### src/rtl/axis_resp_arbiter.sv
// axis_resp_arbiter
//   Round-robin, packet-locked arbiter that merges NUM_PORTS AXI-Stream
//   response streams into one stream toward the SPI bridge (MISO side).
//   The IDLE state picks the next requester. The LOCKED state connects the
//   owner straight through until it sends a tlast beat, or until the
//   watchdog releases a stalled owner.
//
// Parameters
//   NUM_PORTS      number of requesters (2..8)
//   DATA_WIDTH     byte lane width
//   TIMEOUT_CYCLES stall limit while LOCKED; 0 removes the watchdog
//
// Ports
//   clk, rst_n           clock, asynchronous active-low reset
//   s_axis_t*            per-port slave streams; port i data is
//                        s_axis_tdata[i*DATA_WIDTH +: DATA_WIDTH]
//   m_axis_t*            merged master stream
//   grant                registered one-hot owner, zero when idle
//   busy                 high while LOCKED
//   timeout_pulse        one-cycle pulse when the watchdog forces a release
module axis_resp_arbiter #(
  parameter int NUM_PORTS      = 4,
  parameter int DATA_WIDTH     = 8,
  parameter int TIMEOUT_CYCLES = 1024
) (
  input  logic                            clk,
  input  logic                            rst_n,
  input  logic [NUM_PORTS*DATA_WIDTH-1:0] s_axis_tdata,
  input  logic [NUM_PORTS-1:0]            s_axis_tvalid,
  output logic [NUM_PORTS-1:0]            s_axis_tready,
  input  logic [NUM_PORTS-1:0]            s_axis_tlast,
  output logic [DATA_WIDTH-1:0]           m_axis_tdata,
  output logic                            m_axis_tvalid,
  input  logic                            m_axis_tready,
  output logic                            m_axis_tlast,
  output logic [NUM_PORTS-1:0]            grant,
  output logic                            busy,
  output logic                            timeout_pulse
);

  localparam int PTR_W = (NUM_PORTS > 2) ? $clog2(NUM_PORTS) : 1;

  typedef enum logic {
    IDLE   = 1'b0,
    LOCKED = 1'b1
  } state_t;

  state_t           state;
  logic [PTR_W-1:0] last_ptr;
  logic [PTR_W-1:0] owner;
  logic [PTR_W-1:0] pick_idx;
  logic             pick_vld;
  logic             beat;
  logic             beat_last;
  logic             timeout;

  // Round-robin search starting one past the previous owner. The sum is one
  // bit wider than the pointer so the wrap works for any port count,
  // including non-powers of two.
  always_comb begin : rr_pick
    logic [PTR_W:0] cand;
    pick_vld = 1'b0;
    pick_idx = '0;
    cand     = '0;
    for (int k = 1; k <= NUM_PORTS; k++) begin
      cand = {1'b0, last_ptr} + (PTR_W+1)'(k);
      if (cand >= (PTR_W+1)'(NUM_PORTS)) begin
        cand = cand - (PTR_W+1)'(NUM_PORTS);
      end
      if (!pick_vld && s_axis_tvalid[cand[PTR_W-1:0]]) begin
        pick_vld = 1'b1;
        pick_idx = cand[PTR_W-1:0];
      end
    end
  end

  // Pass-through path: the owner's inputs reach the output combinationally,
  // so the first beat can transfer on the first LOCKED cycle.
  always_comb begin
    m_axis_tdata  = '0;
    m_axis_tvalid = 1'b0;
    m_axis_tlast  = 1'b0;
    s_axis_tready = '0;
    if (state == LOCKED) begin
      m_axis_tdata         = s_axis_tdata[int'(owner)*DATA_WIDTH +: DATA_WIDTH];
      m_axis_tvalid        = s_axis_tvalid[owner];
      m_axis_tlast         = s_axis_tlast[owner];
      s_axis_tready[owner] = m_axis_tready;
    end
  end

  assign beat      = (state == LOCKED) && m_axis_tvalid && m_axis_tready;
  assign beat_last = beat && m_axis_tlast;

  // Watchdog: counts LOCKED cycles without a beat. It fires on the edge
  // where the count would reach TIMEOUT_CYCLES. Any beat in that cycle
  // suppresses it, so a tlast beat always wins the tie.
  if (TIMEOUT_CYCLES > 0) begin : g_wdog
    localparam int CNT_W = $clog2(TIMEOUT_CYCLES + 1);
    logic [CNT_W-1:0] wd_cnt;

    always_ff @(posedge clk or negedge rst_n) begin
      if (!rst_n) begin
        wd_cnt <= '0;
      end else if (state == IDLE) begin
        if (pick_vld) begin
          wd_cnt <= '0;
        end
      end else if (beat) begin
        wd_cnt <= '0;
      end else begin
        wd_cnt <= wd_cnt + CNT_W'(1);
      end
    end

    assign timeout = (state == LOCKED) && !beat &&
                     (wd_cnt == CNT_W'(TIMEOUT_CYCLES - 1));
  end else begin : g_no_wdog
    assign timeout = 1'b0;
  end

  // Control FSM: state, owner and pointer are all registered here.
  always_ff @(posedge clk or negedge rst_n) begin
    if (!rst_n) begin
      state         <= IDLE;
      busy          <= 1'b0;
      grant         <= '0;
      owner         <= '0;
      last_ptr      <= PTR_W'(NUM_PORTS - 1);
      timeout_pulse <= 1'b0;
    end else begin
      timeout_pulse <= 1'b0;
      case (state)
        IDLE: begin
          if (pick_vld) begin
            state <= LOCKED;
            busy  <= 1'b1;
            owner <= pick_idx;
            grant <= NUM_PORTS'(1) << pick_idx;
          end
        end
        LOCKED: begin
          if (beat_last) begin
            state    <= IDLE;
            busy     <= 1'b0;
            grant    <= '0;
            last_ptr <= owner;
          end else if (timeout) begin
            state         <= IDLE;
            busy          <= 1'b0;
            grant         <= '0;
            last_ptr      <= owner;
            timeout_pulse <= 1'b1;
          end
        end
        default: begin
          state <= IDLE;
          busy  <= 1'b0;
          grant <= '0;
        end
      endcase
    end
  end

endmodule

### config.mk
export PLATFORM = sky130hd
export DESIGN_NAME = axis_resp_arbiter
export DESIGN_NICKNAME = d
export VERILOG_FILES = /design/src/rtl/axis_resp_arbiter.sv
export SDC_FILE = /design/constraint.sdc
export NUM_CORES = 1
export LEC_CHECK = 0
export CAP_MARGIN = 20
export CORE_ASPECT_RATIO = 0.6
export CORE_MARGIN = 2
export CORE_UTILIZATION = 42
export DETAILED_ROUTE_END_ITERATION = 10
export GPL_TIMING_DRIVEN = 0
export PLACE_DENSITY = 0.8
export SLEW_MARGIN = 20
export SYNTH_ARGS = -nofsm -noshare
export SYNTH_HDL_FRONTEND = slang
export SYNTH_SLANG_ARGS = --single-unit
### constraint.sdc
create_clock -name clk -period 2.54 [get_ports clk]
set_input_delay 0.508 -clock clk [delete_from_list [all_inputs] [get_ports clk]]
set_output_delay 0.508 -clock clk [all_outputs]
set_load 0.02 [all_outputs]
==> impl_results.md <==
* GPL Wtd Cong at slightly below 0.8
* Hold depth at 1
* Worst Path Class, Setup: in -> out
* Die ar. at about 0.0039 mm2
* Slew of the pin with the lowest slew margin at roughly 0.93 ns
* Seq/Total Area, Yosys at about two fifths
* Hold EP: busy
* Critical-path top delay cell: mux4_2
* DRC at 0
* Critical hold path startpoint: busy
* Combinational fraction of design power at 60.2%
* Worst hold path type: reg -> reg
* CTS Buffer Depth at 2
* Crit path buffers/inverters at 2
* Asr flop ratio synth at 100%
* Reg-to-reg endpoint: last_ptr[1]
* WP data arrival at between 1.5 and 2 ns
* Worst relative slew slack at 37.7%
* RSZ-0062 raised after global routing: false
* Slew Viols, Final at 0
* Clock sink total at 22
* CP max FO at 4
* Sum Neg Setup Slack at 0 ns
* Syn_nets at roughly 180
* Antenna violations before repair at 0
* ANT cells at 0
* Fill count at ~240
* Post-Route WL at between 4 and 5 mm
* WL/cell at 18.0 um
* Commonest non-fill, non-tap cells in the layout: clkdlybuf4s50_1, dfrtp_1, nand2_1, and2_1, dlygate4sd2_1
* Internal at approximately 1.2 mW
* Area of the multi-input gates at approximately 840 um2
* Power density over the cells at between 900 and 1000 mW/mm2
* Antenna-violating nets left at 0
* DP Worst Slack at -0.250 ns
* Top_reg_cell synth: dfrtp_1
* Rows at 16
* Area Growth Syn to Fin at 53.4%
* Largest net degree at the start of global routing at 23
* Detailed placement HPWL at 3.50 mm
* Max-cap violations at 0
* CP peak stage delay at 0.51 ns
* Avg Cell Area, Syn at approximately 11 um2
* Total GRT Usage at 24.5%
* Remaining Overflow, GRT at 0
* Area of the mapped netlist at 0.00143 mm2
* Pleak at 0.946 nW
* Status: finished, final reports clean
* Nets@finish at 246
* Starting Density at 43.9%
* Fin crit period at 2.50 ns
* Share of layout cells above drive strength 1 at 11.9%
* Total CTS buffers at 3
* Setup crit start kind: input pin
* Initial DRC count at 109
* Post-Synthesis Cells at 134
* Synth warnings at 0
* Reg2reg start: owner[0]
* Cell family with most CP delay: buffers and inverters
* DP Area at 0.00211 mm2
* Critical Path RT at 2.03 ns
* Peak supply drop at ~0.00057 V
* Die W at 79.4 um
* Worst setup EP type: output pin
* Clk root buf: clkbuf_8
* Vias at 1423
* Die Ht at 49.2 um
* CTS tree: yes
* P_sw at ~850 uW
* Clk pwr share at about an eighth
* Ordered cell list for the critical path: clkdlybuf4s50_1, mux4_2, and2_1, dlygate4sd2_1
* Net Sw Frac at 40.7%
* Num ports at 63
* Unique masters post-synth at 38
* Clock slew at reported path FFs at 0.08 ns
* Final worst path period share at a little over nine tenths
* Sequential share of power at 27.6%
* Final setup vio count at 0
* Leading cell type in the layout, fill and taps excluded: clkdlybuf4s50_1
* Reg2reg path depth at 7
* Post-Layout Inst Area at 0.00220 mm2
* Fin worst setup slack at approximately 0.045 ns
* Max Clk Rate at ~400 MHz
* Dpl cells at 241
* Core area at 0.00326 mm2
* Number of synthesized register bits at 22
* Final Hold Fails at 0
* FF-to-FF setup slack at approximately 0.29 ns
* Depth of the CTS H-tree at 1
* Post-synth EDFFs at 0
* First-pass GRT wire length at 7.19 mm
* FF/Latch Area at 554 um2
* Pre-antenna DRT Iters at 4
* Filler-free cell count of the finished design at 246
* Number of global-route vias before repair at 1396
* Worst skew pair latency at 0.27 ns
* Clock skew at 0.00816 ns
* IO buf count at 62
* Routed vias/inst at 5.78
## per-layer routing
| layer | wire length, um | vias up | share of wire [%] | GRT usage, % |
|---|---|---|---|---|
| met5 | 0 | - | 0 | 0 |
| met4 | 84 | 0 | 1.9 | 7.47 |
| met3 | 191 | 9 | 4.3 | 5.93 |
| met2 | 2310 | 38 | 52 | 41.9 |
| met1 | 1840 | 719 | 41 | 30.7 |
| li1 | - | 657 | - | - |
## sequential cells by signal, summed over array words and instances (netlist names)
signal / flops
g_wdog.wd_cnt: 11
grant: 4
last_ptr: 2
owner: 2
busy: 1
state: 1
timeout_pulse: 1
## cells in the mapped netlist (2+ instances only)
| library cell | instances | area (um2) |
|---|---|---|
| a21o_1 | 3 | 22.5 |
| a21oi_1 | 5 | 25.0 |
| a22o_1 | 2 | 17.5 |
| a31oi_1 | 5 | 31.3 |
| a32o_1 | 4 | 40.0 |
| a41oi_1 | 3 | 26.3 |
| and2_1 | 12 | 75.1 |
| buf_6 | 2 | 22.5 |
| clkbuf_1 | 5 | 18.8 |
| dfrtp_1 | 20 | 500 |
| dfstp_2 | 2 | 52.6 |
| inv_1 | 2 | 7.51 |
| mux2_4 | 2 | 30.0 |
| mux4_1 | 4 | 105 |
| mux4_2 | 6 | 135 |
| nand2_1 | 14 | 52.6 |
| nand2b_1 | 2 | 12.5 |
| nand3_1 | 4 | 20.0 |
| nor2_1 | 6 | 22.5 |
| nor2b_1 | 3 | 18.8 |
| nor3_1 | 3 | 15.0 |
| nor4_1 | 3 | 18.8 |
| o21ai_0 | 7 | 35.0 |
## logic make-up after synthesis
family	count (synthesis)	synth area share, %
XOR/XNOR	2	1.22
buffers and inverters	9	3.41
multiplexers	13	19.6
AO/OA/AOI/OAI	35	17.6
flip-flops	22	38.6
AND/OR/NAND/NOR	52	18.8
adder cells (fa/ha/maj)	1	0.873
## power by group through the flow
stage | logic, mW | registers (mW) | clock network, mW
CTS | 1.24 | 0.575 | 0.261
finish | 1.26 | 0.579 | 0.256
global route | 1.35 | 0.596 | 0.275
detailed placement | 1.29 | 0.580 | 0
floorplan | 0.762 | 0.588 | 0
global placement | 1.25 | 0.569 | 0
## area by class of cell
type / instances / area share (%)
repair buffers: 63 / 28.5
clock buffers: 4 / 2.51
flip-flops and latches: 22 / 25.2
well taps: 45 / 2.56
multi-input cells: 103 / 38.4
plain buffers: 7 / 2.45
inverters: 2 / 0.342
## worst max path at each step
stage | from | end | slack, ns | depth (start not counted)
floorplan | owner[0] | m_axis_tdata[2] | 0.43 | 4
detailed placement | s_axis_tvalid[1] | m_axis_tvalid | -0.25 | 4
finish | s_axis_tvalid[0] | m_axis_tvalid | 0.04 | 4
CTS | owner[0] | m_axis_tdata[2] | 0.01 | 5
global placement | s_axis_tvalid[3] | m_axis_tvalid | -0.21 | 4
global route | s_axis_tvalid[0] | m_axis_tvalid | 0.004 | 4
## metrics by stage
step	hold slack, ns	util, %	total power, mW
after floorplan	0.212	-	1.35
after global placement	0.479	64.6	1.81
after detailed placement	0.489	64.6	1.87
after CTS	0.510	66.3	2.08
after global routing	0.547	67.3	2.22
final	0.501	67.3	2.10
## what timing repair did
item                                    4_1_cts  5_1_grt
resized for setup                            13       13
pin swaps                                     0        0
hold buffers                                  0        0
setup buffers                                 1        0
endpoints found under the setup margin       13       18
Power figures use the tool's default switching activity.
